[src/rtl/ts_packet_tx.sv]
// Transport-stream packet replayer: reads stored packets from byte memory and
// emits them as a byte stream with a fixed idle gap between packets.
module ts_packet_tx #(
   parameter int PKT_LEN = 188,
   parameter int GAP_LEN = 4,
   parameter int AW      = 20,
   parameter int NW      = 16
) (
   input  logic          CLOCK,
   input  logic          RESET,
   input  logic          START,
   input  logic          STOP,
   input  logic          LOOP,
   input  logic [NW-1:0] NUM_PKTS,
   output logic          MEM_RD,
   output logic [AW-1:0] MEM_ADDR,
   input  logic [7:0]    MEM_DATA,
   output logic          TS_VALID,
   output logic          TS_SYNC,
   output logic [7:0]    TS_DATA,
   output logic          BUSY,
   output logic          DONE,
   output logic          SYNC_ERR
);

   localparam int BW = $clog2(PKT_LEN + 1);
   localparam int GW = $clog2(GAP_LEN + 1);

   typedef enum logic [1:0] {IDLE, SEND, GAP} state_t;

   state_t        state;
   logic [BW-1:0] bcnt;
   logic [GW-1:0] gcnt;
   logic [NW-1:0] pcnt;
   logic [NW-1:0] num_l;
   logic          stop_l;
   logic          fin;
   logic          rd_d1;
   logic          sync_d1;

   always_ff @(posedge CLOCK or posedge RESET) begin
      if (RESET) begin
         state    <= IDLE;
         bcnt     <= '0;
         gcnt     <= '0;
         pcnt     <= '0;
         num_l    <= '0;
         stop_l   <= 1'b0;
         fin      <= 1'b0;
         rd_d1    <= 1'b0;
         sync_d1  <= 1'b0;
         MEM_RD   <= 1'b0;
         MEM_ADDR <= '0;
         TS_VALID <= 1'b0;
         TS_SYNC  <= 1'b0;
         TS_DATA  <= 8'h00;
         BUSY     <= 1'b0;
         DONE     <= 1'b0;
         SYNC_ERR <= 1'b0;
      end else begin
         DONE <= 1'b0;

         // Output pipeline: MEM_DATA lands one cycle after the read, then is registered.
         rd_d1    <= MEM_RD;
         sync_d1  <= MEM_RD && (bcnt == '0);
         TS_VALID <= rd_d1;
         TS_SYNC  <= rd_d1 && sync_d1;
         TS_DATA  <= rd_d1 ? MEM_DATA : 8'h00;

         if (TS_SYNC && (TS_DATA != 8'h47))
            SYNC_ERR <= 1'b1;
         if (BUSY && STOP)
            stop_l <= 1'b1;

         case (state)
            IDLE: begin
               if (START && !STOP) begin
                  SYNC_ERR <= 1'b0;
                  if (NUM_PKTS == '0) begin
                     DONE <= 1'b1;
                  end else begin
                     state    <= SEND;
                     MEM_RD   <= 1'b1;
                     MEM_ADDR <= '0;
                     num_l    <= NUM_PKTS;
                     pcnt     <= '0;
                     bcnt     <= '0;
                     BUSY     <= 1'b1;
                     stop_l   <= 1'b0;
                     fin      <= 1'b0;
                  end
               end
            end

            SEND: begin
               MEM_ADDR <= MEM_ADDR + AW'(1);
               bcnt     <= bcnt + BW'(1);
               if (bcnt == BW'(PKT_LEN - 1)) begin
                  // Last read of this packet decides what follows the gap.
                  MEM_RD <= 1'b0;
                  state  <= GAP;
                  gcnt   <= '0;
                  bcnt   <= '0;
                  if (stop_l || STOP) begin
                     fin <= 1'b1;
                  end else if (pcnt == num_l - NW'(1)) begin
                     if (LOOP) begin
                        MEM_ADDR <= '0;
                        pcnt     <= '0;
                     end else begin
                        fin <= 1'b1;
                     end
                  end else begin
                     pcnt <= pcnt + NW'(1);
                  end
               end
            end

            GAP: begin
               if (fin) begin
                  // Last byte leaves the pipeline on this edge.
                  DONE   <= 1'b1;
                  BUSY   <= 1'b0;
                  fin    <= 1'b0;
                  stop_l <= 1'b0;
                  state  <= IDLE;
               end else if (gcnt == GW'(GAP_LEN - 1)) begin
                  if (stop_l || STOP) begin
                     DONE   <= 1'b1;
                     BUSY   <= 1'b0;
                     stop_l <= 1'b0;
                     state  <= IDLE;
                  end else begin
                     MEM_RD <= 1'b1;
                     state  <= SEND;
                  end
               end else begin
                  gcnt <= gcnt + GW'(1);
               end
            end

            default: state <= IDLE;
         endcase
      end
   end

endmodule

[config.mk]
export PLATFORM = sky130hd
export DESIGN_NAME = ts_packet_tx
export DESIGN_NICKNAME = d
export VERILOG_FILES = /design/src/rtl/ts_packet_tx.sv
export SDC_FILE = /design/constraint.sdc
export NUM_CORES = 1
export LEC_CHECK = 0
export ABC_AREA = 1
export CAP_MARGIN = 20
export CORE_MARGIN = 2
export CORE_UTILIZATION = 57
export DETAILED_ROUTE_END_ITERATION = 10
export PLACE_DENSITY = 0.84
export SLEW_MARGIN = 20
export SYNTH_ARGS = -nofsm -noshare
export SYNTH_HDL_FRONTEND = slang
export SYNTH_SLANG_ARGS = --single-unit
[constraint.sdc]
create_clock -name CLOCK -period 3.2 [get_ports CLOCK]
set_input_delay 0.64 -clock CLOCK [delete_from_list [all_inputs] [get_ports CLOCK]]
set_output_delay 0.64 -clock CLOCK [all_outputs]
set_load 0.01 [all_outputs]
==> results of run 1 <==
## path summary, 6_finish.rpt
check | endpoint | slack, ps | cells past startpoint
max in group asynchronous | SYNC_ERR$_DFF_PP0_ | 1940 | 3
setup / recovery | MEM_ADDR[3]$_DFFE_PP0P_ | 550 | 9
hold reg to reg | rd_d1$_DFF_PP0_ | 420 | 0
min in group asynchronous | num_l[7]$_DFFE_PP0P_ | 590 | 2
hold / removal | rd_d1$_DFF_PP0_ | 420 | 0
setup reg to reg | MEM_ADDR[7]$_DFFE_PP0P_ | 690 | 15
## area by class of cell
cell class | instances | area [µm²]
timing repair buffer | 70 | 693.2
sequential | 83 | 2077
tap | 111 | 138.9
inverter | 95 | 357.8
clock inverter | 5 | 77.57
fill | 768 | 2894
multi-input combinational | 526 | 2739
clock buffer | 11 | 131.4
## worst max-delay path, cell delays in order
cell             delay [ps]
clkdlybuf4s50_1         440
nor4_1                  510
nand4_1                 330
nand2_1                 150
nand2_1                 110
nand2_1                 160
inv_1                   160
buf_4                   240
o21ai_0                 170
## stage by stage
step | utilization (%) | worst slack, ps | hold WS, ps
6_report | 68.23 | 548.4 | 415.3
3_3_place_gp | 65.93 | 249.9 | 409.5
3_5_place_dp | 65.93 | 184.8 | 402.7
5_1_grt | 68.23 | 418.8 | 451.9
2_1_floorplan | - | 423.2 | 351.9
4_1_cts | 68.23 | 568.9 | 419.5
## flip-flops by register name (all words and copies together), names as in the netlist
signal	flops
TS_DATA	8
sync_d1	1
stop_l	1
state	2
gcnt	3
num_l	16
MEM_RD	1
TS_SYNC	1
TS_VALID	1
rd_d1	1
fin	1
pcnt	16
BUSY	1
MEM_ADDR	20
DONE	1
bcnt	8
SYNC_ERR	1
## cells in the mapped netlist (3+ instances only)
cell type    n  area share, %
xnor2_1      3           0.50
nand3_1     62            5.9
inv_1       90            6.4
dfrtp_1     83             39
xor2_1      23            3.8
nor3b_1      3           0.43
o22ai_1      3           0.36
nor4_1      12            1.4
o21ai_2      8            1.3
nand2_2      7           0.83
mux2_2       7            1.5
nor3_1      13            1.2
nand3_2     11            2.1
a21oi_1     22            2.1
nand2_4      3           0.64
nor2_2      10            1.2
nor2_1      85            6.1
inv_2        5           0.36
buf_2        7           0.67
buf_6        3           0.64
ha_1         7            1.7
nor2_4       4           0.86
o21ai_0     28            2.7
nand4_1     11            1.3
nand3b_1     3           0.43
nand2_1    186             13
o21ai_1      3           0.29
## placed cells by master (no fill, tap or decap), types with 13 or more instances in the layout
| master | netlist | routed |
|---|---|---|
| nor2_1 | 85 | 85 |
| clkdlybuf4s50_1 | 0 | 62 |
| nor3_1 | 13 | 13 |
| xor2_1 | 23 | 23 |
| nand3_1 | 62 | 62 |
| o21ai_0 | 28 | 28 |
| dfrtp_1 | 83 | 83 |
| nand2_1 | 186 | 186 |
| a21oi_1 | 22 | 22 |
| inv_1 | 90 | 89 |
## per-layer routing
metal  global-route usage, %  up-vias  wire length (µm)
met2                   47.04      175              6505
li1                        -     2443                 -
met1                   33.89     2379              5372
met3                   3.412       34               682
met4                   11.17        0               393
met5                       0        -                 0
## power breakdown
part / leakage, nW / internal (mW) / switching [mW]
clock: 0.103 / 0.438 / 0.386
combinational: 1.88 / 0.0455 / 0.0399
sequential: 1.02 / 1.05 / 0.00273
## cell families after synthesis
logic type | after synthesis | share of synthesized area [%]
AND/OR/NAND/NOR | 417 | 37.10
buffers and inverters | 108 | 8.509
flip-flops | 83 | 39.46
AO/OA/AOI/OAI | 69 | 7.440
XOR/XNOR | 26 | 4.326
multiplexers | 7 | 1.498
adder cells (fa/ha/maj) | 7 | 1.664
==> flow_metrics.py, run 1 <==
metrics = {
    "clock_tree": {
        "cts-root-buf": "clkbuf_8",
        "cts_resized": 0,
        "clockBufferDepth": 2,
        "cts_tree": "built",
        "clk_latency_ps": 360,
        "h-tree-depth": 3,
        "cts_sinks": 83,
        "postCtsSetupRepairBufs": 0,
        "holdBufCountCts": 0,
        "path_clk_slew_ps": 80,
        "numCtsBuffers": 9,
    },
    "routing": {
        "drt-wirelength-per-cell_um": 14.38,
        "remaining_drc_errors": 0,
        "via_count": 5031,
        "viasPerCell": 5.584,
        "drtPass1Iterations": 4,
        "ant_nets": 0,
        "wirelength_mm": 12.95,
        "drt_iter0_drc": 244,
    },
    "floorplan": {
        "core_um2": 9109,
        "ioPinCount": 63,
        "fp.dieH_um": 100.1,
        "num_rows": 35,
        "die-width_um": 100.1,
        "die-area_um2": 10020,
        "start_util_pct": 57.79,
    },
    "place": {
        "dpl.hpwl_mm": 9.595,
        "io_buffers": 62,
        "gp_congestion": 0.9151,
        "dp_cells": 885,
        "placed_area_um2": 6006,
    },
    "sta": {
        "fin_skew_ps": 7.951,
        "slew_violations": 0,
        "setup_viol": 0,
        "rsz0062_at_grt": "false",
        "hold_viol_final": 0,
        "worst_pin_slew_ps": 589.8,
        "finalCritPeriodShare_pct": 82.86,
        "slew_headroom_pct": 60.53,
        "period_needed_ps": 2652,
        "max_freq_ghz": 0.3771,
        "setup-tns-final_ps": 0,
    },
    "logic_synthesis": {
        "synth_edf_count": 0,
        "synth.avg_cell_area_um2": 7.341,
        "yosysSeqAreaShare_pct": 39.46,
        "ys_seq_elements": 83,
        "syn_inst": 717,
        "syn_area_um2": 5264,
        "synth_cell_types": 38,
        "ys.flop_type": "dfrtp_1",
        "synth_nets": 753,
        "synth_warnings": 0,
        "async_reset_ff_share_pct": 100.0,
    },
    "worst_setup_path": {
        "crit_arrival_ps": 2920,
        "endpoint_kind": "register",
        "cp_max_fo": 14,
        "r2r-start": "num_l[0]$_DFFE_PP0P_",
        "path_class": "primary input to register",
        "cp-start-kind": "primary input",
        "critPathRequiredTime_ps": 3470,
        "critPathLaunch": "NUM_PKTS[0]",
    },
    "pwr": {
        "peakVddDrop_mv": 0.2712,
        "powerDensity_nw_per_um2": 316.1,
        "finalPower_mw": 1.965,
        "cellLeakagePower_nw": 3.001,
    },
    "layout": {
        "drive_above_1_share_pct": 10.89,
        "fin_nets": 821,
        "final_cells": 901,
        "num_antenna_cells": 0,
        "design_area_um2": 6215,
        "area_growth_pct": 18.07,
    },
    "min_path": {
        "hold_start": "MEM_RD$_DFFE_PP0P_",
        "hp-class": "register to register",
    },
    "global_route": {
        "grt-ovfl-total": 0,
        "grt_pass1_wl_mm": 21.76,
        "grt_max_degree": 62,
        "grt_usage_pct": 26.94,
        "grt_pass1_vias": 4832,
        "antenna_found_initial": 0,
    },
    "flow_run": {
        "cap_violations": 0,
    },
    "run_status": {
        "outcome": "finished clean",
    },
}
Note: power is estimated with default switching activity, not from simulation.
==> run 2: changes to the inputs <==
==> constraint.sdc (replaced) <==
create_clock -name CLOCK -period 2.5 [get_ports CLOCK]
set_input_delay 0.5 -clock CLOCK [delete_from_list [all_inputs] [get_ports CLOCK]]
set_output_delay 0.5 -clock CLOCK [all_outputs]
set_load 0.01 [all_outputs]
==> run 2 against run 1 <==
Via count decreased by 0.28%. Critical path depth grew 2. Clock power is 41% higher. Cell count increased by 1.1%. Worst setup slack got worse by 380 ps. Combinational power increased by 38%. Utilization grew 1.7 points. Largest cell class unchanged. Global-route usage increased by 0.44 points.
==> flow_metrics.py, run 2 (synthesis results as in run 1) <==
metrics = {
    "sta": {
        "worst_pin_slew_ps": 674.6,
        "slew_headroom_pct": 54.93,
        "hold_viol_final": 0,
        "finalWorstSetupSlack_ps": 166.5,
        "slew_violations": 0,
        "rsz0062_at_grt": "false",
        "setup_viol": 0,
        "max_freq_ghz": 0.4285,
        "fin_skew_ps": 14.02,
        "finalCritPeriodShare_pct": 93.34,
        "setup-tns-final_ps": 0,
        "period_needed_ps": 2333,
    },
    "global_route": {
        "antenna_found_initial": 0,
        "grt-ovfl-total": 0,
        "grt_pass1_vias": 4951,
        "grt_pass1_wl_mm": 21.96,
        "grt_max_degree": 30,
        "grt_usage_pct": 27.38,
    },
    "layout": {
        "num_antenna_cells": 0,
        "largest_reg_flops": 20,
        "drive_above_1_share_pct": 12.13,
        "final_cells": 911,
        "regMostFlops": "MEM_ADDR",
        "final_common_cell": "nand2_1",
        "reg_top3": "MEM_ADDR x20, num_l x16, pcnt x16",
        "design_area_um2": 6366,
        "fillCellCount": 748,
        "fin_nets": 831,
        "post-route-util_pct": 69.89,
        "area_growth_pct": 20.94,
        "layout_common_cells": "nand2_1 (186), inv_1 (89), nor2_1 (85)",
    },
    "min_path": {
        "hp-class": "register to register",
        "hold_start": "MEM_RD$_DFFE_PP0P_",
    },
    "floorplan": {
        "start_util_pct": 57.79,
        "ioPinCount": 63,
        "die-width_um": 100.1,
        "fp.dieH_um": 100.1,
        "core_um2": 9109,
        "die-area_um2": 10020,
        "num_rows": 35,
    },
    "routing": {
        "drt-wirelength-per-cell_um": 14.35,
        "ant_nets": 0,
        "wirelength_mm": 13.07,
        "remaining_drc_errors": 0,
        "drt_iter0_drc": 373,
        "via_count": 5017,
        "viasPerCell": 5.507,
        "drtPass1Iterations": 6,
    },
    "place": {
        "io_buffers": 62,
        "gp_congestion": 0.9411,
        "dp_cells": 895,
        "placed_area_um2": 6121,
        "dpl.hpwl_mm": 9.850,
        "post-place-ws_ps": -113.6,
    },
    "flow_run": {
        "cap_violations": 0,
    },
    "worst_setup_path": {
        "cp-start-kind": "register",
        "path_class": "register to register",
        "path_cells": "ha_1 > nand2_1 > nor2_1 > nand2_1 > nor2_1 > nand3_1 > nor4_1 > nand3_1 > xnor2_1 > nand3_1 > nand2_1",
        "crit_path_top_delay_cell": "dfrtp_1",
        "cp_max_fo": 5,
        "crit_arrival_ps": 2580,
        "worst-path-buf-inv": 0,
        "path_delay_family": "simple AND/OR/NAND/NOR gates",
        "critPathLaunch": "MEM_ADDR[1]$_DFFE_PP0P_",
        "endpoint_kind": "register",
        "crit_path_max_incr_delay_ps": 440,
        "r2r-start": "MEM_ADDR[1]$_DFFE_PP0P_",
        "critPathRequiredTime_ps": 2750,
    },
    "pwr": {
        "cellLeakagePower_nw": 3.075,
        "peakVddDrop_mv": 0.2779,
        "powerDensity_nw_per_um2": 413.2,
    },
    "clock_tree": {
        "holdBufCountCts": 0,
        "path_clk_slew_ps": 90,
        "h-tree-depth": 3,
        "clockBufferDepth": 2,
        "clk_latency_ps": 360,
        "numCtsBuffers": 9,
        "cts_sinks": 83,
        "postCtsSetupRepairBufs": 0,
        "cts_tree": "built",
        "cts-root-buf": "clkbuf_8",
    },
    "run_status": {
        "outcome": "finished clean",
    },
}
## run 2: cell count changes in the layout (fill, tap and decap cells not counted), sizes merged
cell    previous run  this run
clkbuf            11        12
buf                8        18
bufinv             2         3
clkinv             3         1
## run 2: timing repair
item | 4_1_cts | 5_1_grt
endpoints found under the hold margin | 0 | 0
resized for setup | 0 | 3
setup endpoints to repair | 0 | 19
## run 2: path summary, 6_finish.rpt
| path | end | slack, ps | depth (start not counted) |
|---|---|---|---|
| max | MEM_ADDR[16]$_DFFE_PP0P_ | 170 | 11 |
| min | rd_d1$_DFF_PP0_ | 420 | 0 |
| max reg2reg | MEM_ADDR[16]$_DFFE_PP0P_ | 170 | 11 |
| min reg2reg | rd_d1$_DFF_PP0_ | 420 | 0 |
| max in group asynchronous | num_l[9]$_DFFE_PP0P_ | 1360 | 3 |
| min in group asynchronous | pcnt[5]$_DFFE_PP0P_ | 590 | 2 |
## run 2: layer usage
metal	part of all wire, %	wire (µm)	GRT usage [%]
met1	42	5474	34.30
met2	50	6542	47.35
met3	4.9	646	3.969
met4	3.1	410	11.91
met5	0	0	0
## run 2: power breakdown
| group | internal, mW | switching [mW] |
|---|---|---|
| sequential | 1.35 | 0.00366 |
| combinational | 0.0652 | 0.0525 |
| clock | 0.667 | 0.494 |
| total | 2.08 | 0.550 |
## run 2: per-stage QoR
stage | power (mW) | hold slack (ps)
4_1_cts | 2.640 | 417.6
6_report | 2.630 | 417.7
2_1_floorplan | 1.411 | 351.9
3_5_place_dp | 1.498 | 406.4
5_1_grt | 2.714 | 440.8
3_3_place_gp | 1.495 | 407.2
## run 2: cell type report
type | instances | area, µm² | area share, %
timing repair buffer | 80 | 809.5 | 12.72
clock inverter | 4 | 98.84 | 1.553
multi-input combinational | 526 | 2746 | 43.14
inverter | 95 | 360.3 | 5.660
clock buffer | 12 | 135.1 | 2.123
tap | 111 | 138.9 | 2.182
sequential | 83 | 2077 | 32.63
